--- src/rtl/bram_arbiter_if.sv ---
// ---------------------------------------------------------------------------
// bram_arbiter_if
// One requester port of the dual-port BRAM arbiter.
//
// A requester presents a word command (valid/address/write_enable/data_in)
// and sees it accepted when ready is high in the same cycle.
// Every accepted command gets exactly one response two cycles later:
// resp_valid pulses for one cycle, and data_out carries the RAM word.
// Writes are acknowledged too.
//
// Signals:
//   valid        requester -> arbiter  request present
//   ready        arbiter -> requester  request accepted this cycle
//   address      requester -> arbiter  word address
//   write_enable requester -> arbiter  per-lane write strobe, all zero = read
//   data_in      requester -> arbiter  write data
//   resp_valid   arbiter -> requester  one-cycle response strobe
//   data_out     arbiter -> requester  response word, held between responses
//
// Modports:
//   master  requester side
//   slave   arbiter side
// ---------------------------------------------------------------------------
interface bram_arbiter_if #(
   parameter int ADDRESS_BITWIDTH = 16,
   parameter int DATA_BITWIDTH    = 32,
   parameter int LANES            = 4
);
   logic                        valid;
   logic                        ready;
   logic [ADDRESS_BITWIDTH-1:0] address;
   logic [LANES-1:0]            write_enable;
   logic [DATA_BITWIDTH-1:0]    data_in;
   logic                        resp_valid;
   logic [DATA_BITWIDTH-1:0]    data_out;

   modport master (
      output valid,
      output address,
      output write_enable,
      output data_in,
      input  ready,
      input  resp_valid,
      input  data_out
   );

   modport slave (
      input  valid,
      input  address,
      input  write_enable,
      input  data_in,
      output ready,
      output resp_valid,
      output data_out
   );
endinterface

--- src/rtl/bram_arbiter.sv ---
// ---------------------------------------------------------------------------
// bram_arbiter
// This module shares one single-port block RAM between two requesters, A and
// B. The block RAM has a registered read port, so read data appears one
// cycle after the address.
//
// Arbitration:
//   The arbiter makes its grant decision combinationally in the cycle of the
//   request. When only one port is valid, that port wins.
//   When both ports are valid, the winner depends on FIXED_PRIORITY:
//   - FIXED_PRIORITY = 1: A always wins.
//   - FIXED_PRIORITY = 0: the winner is the port named by a one-bit
//     round-robin pointer. The pointer flips after every grant.
//
// Pipeline:
//   The accepted command is registered onto the ram_* outputs.
//   A two-stage tag (valid, port id) travels alongside the command, so the
//   RAM word comes back to the right port exactly two cycles after
//   acceptance.
//
// Reset:
//   Reset is synchronous and active high. It drops any in-flight tags, so
//   nothing is answered after reset.
//   The RAM contents are not touched by reset.
//
// Ports:
//   clk               sole clock, rising edge
//   rst               synchronous active-high reset
//   a, b              requester ports (bram_arbiter_if.slave)
//   ram_write_enable  registered per-lane write strobe to RAM
//   ram_address       registered word address to RAM
//   ram_data_in       registered write data to RAM
//   ram_data_out      RAM registered read data (1-cycle latency)
// ---------------------------------------------------------------------------
module bram_arbiter #(
   parameter int ADDRESS_BITWIDTH     = 16,
   parameter int DATA_BITWIDTH        = 32,
   parameter int DATA_COLUMN_BITWIDTH = 8,
   parameter int FIXED_PRIORITY       = 0
) (
   input  logic                                          clk,
   input  logic                                          rst,
   bram_arbiter_if.slave                                 a,
   bram_arbiter_if.slave                                 b,
   output logic [DATA_BITWIDTH/DATA_COLUMN_BITWIDTH-1:0] ram_write_enable,
   output logic [ADDRESS_BITWIDTH-1:0]                   ram_address,
   output logic [DATA_BITWIDTH-1:0]                      ram_data_in,
   input  logic [DATA_BITWIDTH-1:0]                      ram_data_out
);

   localparam int   LANES  = DATA_BITWIDTH / DATA_COLUMN_BITWIDTH;
   localparam logic PORT_A = 1'b0;
   localparam logic PORT_B = 1'b1;

   // Grant and command selection.
   logic                        grant_a_s;
   logic                        grant_b_s;
   logic                        hs_s;
   logic                        hs_port_s;
   logic [LANES-1:0]            cmd_we_s;
   logic [ADDRESS_BITWIDTH-1:0] cmd_addr_s;
   logic [DATA_BITWIDTH-1:0]    cmd_data_s;

   // Round-robin pointer: names the port that wins a tie.
   logic                        ptr_r;

   // Response tag pipeline: stage 1 lines up with ram_*, stage 2 with ram_data_out.
   logic                        tag1_vld_r;
   logic                        tag1_port_r;
   logic                        tag2_vld_r;
   logic                        tag2_port_r;

   // Response strobes and held response words.
   logic                        a_resp_s;
   logic                        b_resp_s;
   logic [DATA_BITWIDTH-1:0]    a_hold_r;
   logic [DATA_BITWIDTH-1:0]    b_hold_r;

   // Combinational grant: at most one port is granted, and only when that port is valid.
   always_comb begin
      grant_a_s = 1'b0;
      grant_b_s = 1'b0;
      if (rst) begin
         grant_a_s = 1'b0;
         grant_b_s = 1'b0;
      end else if (a.valid && b.valid) begin
         if (FIXED_PRIORITY != 0) begin
            grant_a_s = 1'b1;
         end else if (ptr_r == PORT_A) begin
            grant_a_s = 1'b1;
         end else begin
            grant_b_s = 1'b1;
         end
      end else if (a.valid) begin
         grant_a_s = 1'b1;
      end else if (b.valid) begin
         grant_b_s = 1'b1;
      end else begin
         grant_a_s = 1'b0;
         grant_b_s = 1'b0;
      end
   end

   // Select the winning port's command. The command bits of a losing or idle
   // port never reach the RAM.
   always_comb begin
      hs_s       = grant_a_s | grant_b_s;
      hs_port_s  = PORT_A;
      cmd_we_s   = {LANES{1'b0}};
      cmd_addr_s = {ADDRESS_BITWIDTH{1'b0}};
      cmd_data_s = {DATA_BITWIDTH{1'b0}};
      if (grant_b_s) begin
         hs_port_s  = PORT_B;
         cmd_we_s   = b.write_enable;
         cmd_addr_s = b.address;
         cmd_data_s = b.data_in;
      end else if (grant_a_s) begin
         hs_port_s  = PORT_A;
         cmd_we_s   = a.write_enable;
         cmd_addr_s = a.address;
         cmd_data_s = a.data_in;
      end else begin
         hs_port_s  = PORT_A;
         cmd_we_s   = {LANES{1'b0}};
         cmd_addr_s = {ADDRESS_BITWIDTH{1'b0}};
         cmd_data_s = {DATA_BITWIDTH{1'b0}};
      end
   end

   // RAM command register. The write strobe drops to zero after any cycle
   // without a handshake. Address and data keep their last value, which
   // limits toggling on the RAM pins.
   always_ff @(posedge clk) begin
      if (rst) begin
         ram_write_enable <= {LANES{1'b0}};
         ram_address      <= {ADDRESS_BITWIDTH{1'b0}};
         ram_data_in      <= {DATA_BITWIDTH{1'b0}};
      end else if (hs_s) begin
         ram_write_enable <= cmd_we_s;
         ram_address      <= cmd_addr_s;
         ram_data_in      <= cmd_data_s;
      end else begin
         ram_write_enable <= {LANES{1'b0}};
         ram_address      <= ram_address;
         ram_data_in      <= ram_data_in;
      end
   end

   // Round-robin pointer: flips after every grant, and holds on idle cycles.
   always_ff @(posedge clk) begin
      if (rst) begin
         ptr_r <= PORT_A;
      end else if (hs_s) begin
         ptr_r <= ~ptr_r;
      end else begin
         ptr_r <= ptr_r;
      end
   end

   // Two-stage response tag pipeline, matched to the registered RAM read latency.
   always_ff @(posedge clk) begin
      if (rst) begin
         tag1_vld_r  <= 1'b0;
         tag1_port_r <= PORT_A;
         tag2_vld_r  <= 1'b0;
         tag2_port_r <= PORT_A;
      end else begin
         tag1_vld_r  <= hs_s;
         tag1_port_r <= hs_port_s;
         tag2_vld_r  <= tag1_vld_r;
         tag2_port_r <= tag1_port_r;
      end
   end

   // Only one tag reaches stage 2 per cycle, so the two strobes are exclusive.
   assign a_resp_s = (!rst) && tag2_vld_r && (tag2_port_r == PORT_A);
   assign b_resp_s = (!rst) && tag2_vld_r && (tag2_port_r == PORT_B);

   // Capture each port's response word, so its data_out holds between responses.
   always_ff @(posedge clk) begin
      if (rst) begin
         a_hold_r <= {DATA_BITWIDTH{1'b0}};
         b_hold_r <= {DATA_BITWIDTH{1'b0}};
      end else begin
         if (a_resp_s) begin
            a_hold_r <= ram_data_out;
         end else begin
            a_hold_r <= a_hold_r;
         end
         if (b_resp_s) begin
            b_hold_r <= ram_data_out;
         end else begin
            b_hold_r <= b_hold_r;
         end
      end
   end

   assign a.ready      = grant_a_s;
   assign b.ready      = grant_b_s;
   assign a.resp_valid = a_resp_s;
   assign b.resp_valid = b_resp_s;
   assign a.data_out   = a_resp_s ? ram_data_out : a_hold_r;
   assign b.data_out   = b_resp_s ? ram_data_out : b_hold_r;

endmodule

--- src/flat_wrapper.sv ---
// flat-port wrapper written by rule: the top's interface ports become plain ports
module bram_arbiter_flat 
#(
   parameter int ADDRESS_BITWIDTH     = 16,
   parameter int DATA_BITWIDTH        = 32,
   parameter int DATA_COLUMN_BITWIDTH = 8,
   parameter int FIXED_PRIORITY       = 0
)
  (clk, rst, ram_write_enable, ram_address, ram_data_in, ram_data_out, a_valid, a_address, a_write_enable, a_data_in, a_ready, a_resp_valid, a_data_out, b_valid, b_address, b_write_enable, b_data_in, b_ready, b_resp_valid, b_data_out);
  bram_arbiter_if #(.ADDRESS_BITWIDTH(ADDRESS_BITWIDTH), .DATA_BITWIDTH(DATA_BITWIDTH), .LANES(4)) a_i ();
  bram_arbiter_if #(.ADDRESS_BITWIDTH(ADDRESS_BITWIDTH), .DATA_BITWIDTH(DATA_BITWIDTH), .LANES(4)) b_i ();
  input  logic clk;
  input  logic rst;
  output logic [DATA_BITWIDTH/DATA_COLUMN_BITWIDTH-1:0] ram_write_enable;
  output logic [ADDRESS_BITWIDTH-1:0] ram_address;
  output logic [DATA_BITWIDTH-1:0] ram_data_in;
  input  logic [DATA_BITWIDTH-1:0] ram_data_out;
  input wire logic [$bits(a_i.valid)-1:0] a_valid;
  input wire logic [$bits(a_i.address)-1:0] a_address;
  input wire logic [$bits(a_i.write_enable)-1:0] a_write_enable;
  input wire logic [$bits(a_i.data_in)-1:0] a_data_in;
  output wire logic [$bits(a_i.ready)-1:0] a_ready;
  output wire logic [$bits(a_i.resp_valid)-1:0] a_resp_valid;
  output wire logic [$bits(a_i.data_out)-1:0] a_data_out;
  input wire logic [$bits(b_i.valid)-1:0] b_valid;
  input wire logic [$bits(b_i.address)-1:0] b_address;
  input wire logic [$bits(b_i.write_enable)-1:0] b_write_enable;
  input wire logic [$bits(b_i.data_in)-1:0] b_data_in;
  output wire logic [$bits(b_i.ready)-1:0] b_ready;
  output wire logic [$bits(b_i.resp_valid)-1:0] b_resp_valid;
  output wire logic [$bits(b_i.data_out)-1:0] b_data_out;
  assign a_i.valid = a_valid;
  assign a_i.address = a_address;
  assign a_i.write_enable = a_write_enable;
  assign a_i.data_in = a_data_in;
  assign a_ready = a_i.ready;
  assign a_resp_valid = a_i.resp_valid;
  assign a_data_out = a_i.data_out;
  assign b_i.valid = b_valid;
  assign b_i.address = b_address;
  assign b_i.write_enable = b_write_enable;
  assign b_i.data_in = b_data_in;
  assign b_ready = b_i.ready;
  assign b_resp_valid = b_i.resp_valid;
  assign b_data_out = b_i.data_out;
  bram_arbiter #(.ADDRESS_BITWIDTH(ADDRESS_BITWIDTH), .DATA_BITWIDTH(DATA_BITWIDTH), .DATA_COLUMN_BITWIDTH(DATA_COLUMN_BITWIDTH), .FIXED_PRIORITY(FIXED_PRIORITY)) u_core (.clk(clk), .rst(rst), .a(a_i), .b(b_i), .ram_write_enable(ram_write_enable), .ram_address(ram_address), .ram_data_in(ram_data_in), .ram_data_out(ram_data_out));
endmodule
--- config.mk ---
export PLATFORM = sky130hd
export DESIGN_NAME = bram_arbiter_flat
export DESIGN_NICKNAME = d
export VERILOG_FILES = /design/src/rtl/bram_arbiter_if.sv /design/src/rtl/bram_arbiter.sv /design/src/flat_wrapper.sv
export SDC_FILE = /design/constraint.sdc
export NUM_CORES = 1
export LEC_CHECK = 0
export CORE_MARGIN = 1
export CORE_UTILIZATION = 34
export CTS_BUF_LIST = sky130_fd_sc_hd__clkbuf_4
export DETAILED_ROUTE_END_ITERATION = 10
export PLACE_DENSITY = 0.73
export REMOVE_ABC_BUFFERS = 1
export SLEW_MARGIN = 25
export SYNTH_ARGS = -nofsm -noshare
export SYNTH_HDL_FRONTEND = slang
export SYNTH_SLANG_ARGS = --single-unit
--- constraint.sdc ---
create_clock -name clk -period 1.41 [get_ports clk]
set_input_delay 0.141 -clock clk [delete_from_list [all_inputs] [get_ports clk]]
set_output_delay 0.141 -clock clk [all_outputs]
set_load 0.02 [all_outputs]
==> impl_metrics.csv, run 1 <==
group,metric,value,unit
clock_tree,cts_tree,"done",
detailed_routing,drt_pass1_iterations,5,
timing,fin_skew,0.0182,ns
floorplanning,die_x,123,µm
critical_path,slowest_delay,0.37,ns
critical_path,cp_num_buf_inv,3,
global_route,grt.met3_usage,7.98,%
final_layout,finalNetCount,899,
floorplanning,row_count,43,
yosys,synth_top_area_share,48.5,%
global_route,use_met1,23.6,%
yosys,synth_cell_type_count,30,
critical_path,cp_top_family,"buffers and inverters",
timing,layout_min_cycle_time,2.04,ns
pwr,design_power_total,8.29,mW
pwr,power.leakage,3.89,nW
timing,slew-limit-headroom,20.3,%
clock_tree,ctsLongestPathBuffers,2,
pwr,vdd_ir_drop_max,0.000524,V
run_status,run_status,"finished with violations",
critical_path,startpoint_type,"flop",
timing,min_period_over_period,145,%
min_path,min-delay-path-class,"in -> reg",
placed_design,detailedPlacementHpwl,11400,µm
detailed_routing,remaining_design_rule_violation_count,0,
run,maxCapViolations,0,
clock_tree,clock_insertion_delay_worst_skew,0.51,ns
final_layout,area_delta_synth_final,85.8,%
floorplanning,initial_core_util,35.5,%
global_route,use_met2,37.8,%
clock_tree,cts_root_buf,"clkbuf_4",
critical_path,cp_max_fo,6,
timing,final-setup-viol-count,127,
floorplanning,boundaryPins,260,
global_route,grt_start_max_net_pins,60,
floorplanning,placeableCoreArea,14100,µm²
floorplanning,die-area,15200,µm²
timing,timing_max_transition_violations_final,0,
timing,final-hold-violation-count,0,
detailed_routing,via_count,4933,
pwr,cellPowerDensity,893,nW/µm²
global_route,grt_pass1_wl,25000,µm
yosys,synth_top_area_cell,"dfxtp_1",
clock_tree,clock_tree.htree_level_count,4,
yosys,yosysSeqAreaShare,48.5,%
clock_tree,clock_sinks,121,
global_route,grt_pass1_vias,4844,
yosys,synthesis.area,5000,µm²
critical_path,critPathCaptureType,"output port",
timing,fmax,0.490,GHz
critical_path,reg2reg_depth,6,
run_status,failed_checks,"negative setup slack",
yosys,synthesis.yosys.warnings,0,
yosys,yosys-top-cells-area,"dfxtp_1, mux2_2, nor2b_1, a221o_1, a2111oi_0",
critical_path,slowest_stage,"dfxtp_4",
clock_tree,clkTransAtPathRegs,0.12,ns
floorplanning,die_y,123,µm
placed_design,gpl.final_weighted_congestion,0.752,
detailed_routing,totalWireLength,17500,µm
placed_design,buffer_ports.inserted,259,
yosys,postSynthRegisterBits,121,
critical_path,path_common_cell,"buf_6",
detailed_routing,route.detailed.vias_per_inst,5.18,
final_layout,layout-drive-gt1-share,44.2,%
global_route,globalRouteTotalUtil,21.7,%
timing,rsz0062_at_grt,"yes",
timing,tightest_slew,1.20,ns
critical_path,crit_chain,"nor3b_4, buf_6, buf_16, mux2_4, buf_6",
yosys,synth.avg_cell_area,10.7,µm²
yosys,netlist_instances,467,
global_route,number_of_antenna_violations_at_the_first_check_in_global_routing,0,
critical_path,critical_path_arrival,1.90,ns
detailed_routing,postRouteAntennaNets,0,
timing,hold_ws,0.199,ns
global_route,global_route.peak_usage_layer,"met2",
global_route,gr-total-overflow,0,
critical_path,worstSetupPathDepth,5,
min_path,hold-path-cell-count,3,
critical_path,worstPathRequired,1.27,ns
detailed_routing,wl_per_cell,18.3,µm
critical_path,criticalPathCategory,"reg -> out",
timing,layout_setup_ws,-0.630,ns
clock_tree,numCtsBuffers,17,
placed_design,preCtsSetupSlack,-0.490,ns
detailed_routing,initialDrtViolationCount,292,
[path summary, 6_finish.rpt]
kind / start / to / slack [ns]
max reg2reg: u_core.tag2_port_r$_SDFF_PP0_ / u_core.a_hold_r[15]$_SDFF_PP0_ / -0.24
min: b_write_enable[1] / u_core.ram_write_enable[1]$_SDFF_PP0_ / 0.20
max: u_core.tag2_port_r$_SDFF_PP0_ / a_data_out[10] / -0.63
min reg2reg: u_core.tag1_vld_r$_SDFF_PP0_ / u_core.tag2_vld_r$_SDFF_PP0_ / 0.45
[sequential cells by signal (all words and copies together), names as in the netlist]
register,cells
u_core.a_hold_r,32
u_core.b_hold_r,32
u_core.ram_data_in,32
u_core.ram_address,16
u_core.ram_write_enable,4
u_core.ptr_r,1
u_core.tag1_port_r,1
u_core.tag1_vld_r,1
u_core.tag2_port_r,1
u_core.tag2_vld_r,1
[kinds of logic after synthesis]
| kind of cell | after synthesis | synth area share [%] |
|---|---|---|
| flip-flops | 121 | 48.5 |
| AND/OR/NAND/NOR | 113 | 13.9 |
| AO/OA/AOI/OAI | 90 | 15.4 |
| multiplexers | 64 | 14.4 |
| buffers and inverters | 78 | 7.61 |
| XOR/XNOR | 1 | 0.175 |
[routing by layer]
metal,up-vias,part of all wire (%)
li1,2281,-
met1,2381,38
met2,237,52
met3,34,7.9
met4,0,2.3
met5,-,0
[through the flow]
stage | area (µm²) | utilization (%) | instances | setup TNS [ns]
floorplan | 4760 | - | 426 | -50.37
global placement | 7910 | 56.1 | 899 | -44.62
detailed placement | 7910 | 56.1 | 899 | -49.31
CTS | 8770 | 62.2 | 943 | -43.76
global route | 9280 | 65.8 | 952 | -54.70
finish | 9280 | 65.9 | 953 | -41.79
[worst register-to-register path, cell delays in order, from the launching register on]
cell and delay (ns):
dfxtp_4 0.37, nor3b_4 0.27, buf_6 0.18, buf_16 0.14, mux2_4 0.31, buf_4 0.13, nor2b_1 0.12
[cell usage in the layout (no fill, tap or decap), types with 3 or more instances in the layout]
cell type,netlist,layout
clkdlybuf4s50_1,0,138
dfxtp_1,121,118
buf_6,8,83
mux2_4,0,60
clkbuf_2,0,38
nor2b_1,67,37
inv_1,36,35
a221o_1,34,34
nor2b_4,0,30
nor3_1,28,28
buf_4,4,25
a2111oi_2,0,23
clkbuf_4,0,18
o22ai_1,14,14
a2111oi_4,0,10
buf_12,0,10
clkdlybuf4s15_2,0,7
nand3_1,5,5
clkinv_2,0,5
clkdlybuf4s15_1,0,5
mux2_2,54,4
a21oi_1,4,4
bufinv_16,0,4
o21ai_0,3,3
clkinvlp_4,0,3
[what timing repair did]
action | 4_1_cts | 5_1_grt
gates resized for setup | 592 | 191
endpoints found under the setup margin | 186 | 195
buffers inserted | 8 | 13
pin swaps | 3 | 2
hold buffers | 0 | 0
gates cloned | 4 | 2
[cell usage after synthesis (all sizes together)]
master and n:
o22ai 14, dfxtp 121, nor3 29, mux2 64, nor2 5, nand2 1, a21bo 1, or2 1
inv 37, and2b 1, nor3b 1, clkbuf 19, nor2b 67, nand3b 1, buf 22, nand3 5
o21ai 3, a221o 34, a21oi 4, xnor2 1, nand2b 2, a2111oi 34
[layout make-up]
cell class	count	area, µm²
Timing Repair Buffer	314	3180
Antenna cell	1	2.50
Fill cell	1052	4810
Multi-Input combinational cell	268	2990
Tap cell	180	225
Clock inverter	14	180
Inverter	37	141
Clock buffer	18	135
Sequential cell	121	2430
[power breakdown]
part	total [mW]	internal, mW	switching [mW]
Clock	2.74	1.41	1.33
Sequential	3.67	3.58	0.0884
Combinational	1.88	0.983	0.896
Power figures use the tool's default switching activity.
==> inputs of run 2 (changes only) <==
Settings changed: CELL_PAD_IN_SITES_DETAIL_PLACEMENT set to 0, CELL_PAD_IN_SITES_GLOBAL_PLACEMENT set to 2, CORE_UTILIZATION 34 to 21, PLACE_DENSITY 0.73 to not set, PLACE_DENSITY_LB_ADDON set to 0.1.
==> impl_metrics.csv, run 2 (synthesized netlist as in run 1, its figures left out) <==
group,metric,value,unit
pwr,clock_power_share,32.1,%
run_status,failed_checks,"negative setup slack",
critical_path,worst_r2r_endpoint,"u_core.a_hold_r[17]$_SDFF_PP0_",
critical_path,slowest_delay,0.35,ns
critical_path,criticalPathCategory,"reg -> out",
pwr,cellPowerDensity,875,nW/µm²
timing,layout_setup_ws,-0.569,ns
detailed_routing,postRouteAntennaNets,0,
global_route,gr-total-overflow,0,
pwr,comb_power_share,24.4,%
global_route,globalRouteTotalUtil,15.0,%
timing,fmax,0.505,GHz
final_layout,most-common-layout-cells,"clkdlybuf4s50_1, dfxtp_1, buf_6",
critical_path,worstPathRequired,1.27,ns
critical_path,reg2reg_depth,6,
min_path,min-delay-path-class,"in -> reg",
timing,final-hold-violation-count,0,
final_layout,stdcell_area,9640,µm²
critical_path,critical_path_arrival,1.84,ns
critical_path,worst_r2r_startpoint,"u_core.tag2_port_r$_SDFF_PP0_",
final_layout,post-route-util,41.2,%
floorplanning,die_x,156,µm
timing,layout_min_cycle_time,1.98,ns
pwr,power.leakage,3.89,nW
detailed_routing,drt_pass1_iterations,4,
critical_path,crit_chain,"nor3b_4, buf_6, buf_16, mux2_4, buf_6",
pwr,vdd_ir_drop_max,0.000405,V
placed_design,placed_cell_area,8100,µm²
floorplanning,die-area,24400,µm²
pwr,cell_internal_pwr,5.90,mW
detailed_routing,via_count,4762,
detailed_routing,wl_per_cell,17.7,µm
detailed_routing,route.detailed.vias_per_inst,4.39,
pwr,sequentialPowerShare,43.5,%
placed_design,detailedPlacementHpwl,12200,µm
timing,min_period_over_period,140,%
run_status,run_status,"finished with violations",
min_path,hold_path.startpoint,"rst",
critical_path,cp_num_buf_inv,3,
floorplanning,row_count,56,
floorplanning,placeableCoreArea,23400,µm²
clock_tree,clock_tree.htree_level_count,4,
final_layout,finalNetCount,893,
detailed_routing,totalWireLength,19200,µm
clock_tree,numCtsBuffers,17,
timing,slew-limit-headroom,54.8,%
detailed_routing,remaining_design_rule_violation_count,0,
final_layout,biggest_regs,"u_core.a_hold_r x32, u_core.b_hold_r x32, u_core.ram_data_in x32",
critical_path,cp_top_family,"buffers and inverters",
pwr,power.net_switching,2.54,mW
clock_tree,cts_root_buf,"clkbuf_4",
floorplanning,die_y,156,µm
final_layout,layout-drive-gt1-share,41.6,%
floorplanning,initial_core_util,21.4,%
min_path,timing.hold.worst_endpoint,"u_core.a_hold_r[21]$_SDFF_PP0_",
clock_tree,clkTransAtPathRegs,0.13,ns
floorplanning,boundaryPins,260,
min_path,hold-path-cell-count,3,
clock_tree,ctsLongestPathBuffers,2,
global_route,grt_pass1_vias,4822,
clock_tree,clock_sinks,121,
timing,final-setup-viol-count,119,
clock_tree,cts_tree,"done",
global_route,grt_start_max_net_pins,56,
timing,tightest_slew,0.678,ns
placed_design,gpl.final_weighted_congestion,0.756,
critical_path,slowest_stage,"dfxtp_2",
critical_path,rrSetupSlack,-0.13,ns
timing,fin_skew,0.0249,ns
critical_path,startpoint_type,"flop",
critical_path,critPathCaptureType,"output port",
placed_design,buffer_ports.inserted,259,
pwr,p_sw_share,30.1,%
critical_path,cp_max_fo,8,
detailed_routing,initialDrtViolationCount,139,
timing,rsz0062_at_grt,"yes",
final_layout,layout_commonest_cell,"clkdlybuf4s50_1",
final_layout,area_delta_synth_final,92.8,%
final_layout,fillCellCount,2305,
global_route,grt_pass1_wl,27700,µm
timing,timing_max_transition_violations_final,0,
run,maxCapViolations,0,
global_route,number_of_antenna_violations_at_the_first_check_in_global_routing,2,
clock_tree,clock_insertion_delay_worst_skew,0.51,ns
critical_path,path_common_cell,"buf_6",
-- run 2: cell count changes in the layout (fill, tap and decap cells not counted), sizes merged --
| cell | before | now |
|---|---|---|
| clkinvlp | 3 | 1 |
| clkbuf | 58 | 52 |
| bufinv | 4 | 3 |
| inv | 37 | 40 |
| buf | 122 | 114 |
| dlygate4sd2 | 2 | 0 |
| clkdlybuf4s15 | 12 | 21 |
-- run 2: worst max path at each step --
stage / start / to / slack (ns) / depth (start not counted)
final: u_core.tag2_port_r$_SDFF_PP0_ / a_data_out[10] / -0.57 / 5
after floorplan: u_core.tag2_vld_r$_SDFF_PP0_ / u_core.a_hold_r[13]$_SDFF_PP0_ / -0.76 / 3
after detailed placement: u_core.tag2_port_r$_SDFF_PP0_ / a_data_out[15] / -0.48 / 4
after global placement: b_valid / b_ready / -0.49 / 5
after global routing: u_core.tag2_vld_r$_SDFF_PP0_ / a_data_out[3] / -0.70 / 5
after CTS: u_core.tag2_port_r$_SDFF_PP0_ / a_data_out[7] / -0.70 / 6
-- run 2: power groups by stage --
stage / clock (mW) / sequential [mW] / combinational (mW)
after floorplan: 0 / 3.89 / 0.447
after global placement: 0 / 3.74 / 1.67
after detailed placement: 0 / 3.74 / 1.68
after CTS: 2.86 / 3.67 / 1.77
after global routing: 3.01 / 3.69 / 2.18
final: 2.71 / 3.67 / 2.06
-- run 2: area by class of cell --
class                      count  area, µm²  area share (%)
multi-input combinational    268       3190            33.1
timing repair buffer         308       3180            33.0
sequential                   121       2430            25.2
tap                          319        399            4.14
clock inverter                14        173            1.79
inverter                      37        139            1.44
clock buffer                  17        128            1.32
antenna                        1       2.50          0.0260
-- run 2: metal layers --
metal / global-route usage [%] / share of wire [%] / vias to the layer above
li1: - / - / 2273
met1: 17.8 / 42 / 2274
met2: 25.1 / 48 / 202
met3: 6.12 / 8.6 / 13
met4: 3.87 / 1.0 / 0
met5: 0 / 0 / -
-- run 2: worst register-to-register path, delay by kind of cell, from the launching register on --
family                 cells  cell delay (ns)
buffers and inverters      3             0.44
AND/OR/NAND/NOR            2             0.33
flip-flops                 1             0.35
multiplexers               1             0.31
-- run 2: metrics by stage --
stage | hold WS [ns] | std cells | total power [mW] | setup WS (ns) | TNS (ns)
2_1_floorplan | 0.210 | 426 | 4.33 | -0.761 | -50.37
3_3_place_gp | 0.429 | 1035 | 5.41 | -0.490 | -47.79
3_5_place_dp | 0.428 | 1035 | 5.41 | -0.484 | -48.51
4_1_cts | 0.0954 | 1075 | 8.30 | -0.696 | -41.35
5_1_grt | 0.0566 | 1085 | 8.88 | -0.700 | -44.65
6_report | 0.136 | 1085 | 8.44 | -0.569 | -34.91
-- run 2: repair_timing --
item,CTS,global route
cloned,3,5
gates resized for setup,557,197
buffers inserted,6,5
hold buffers,0,0
pin swaps,2,32
setup endpoints to repair,173,172
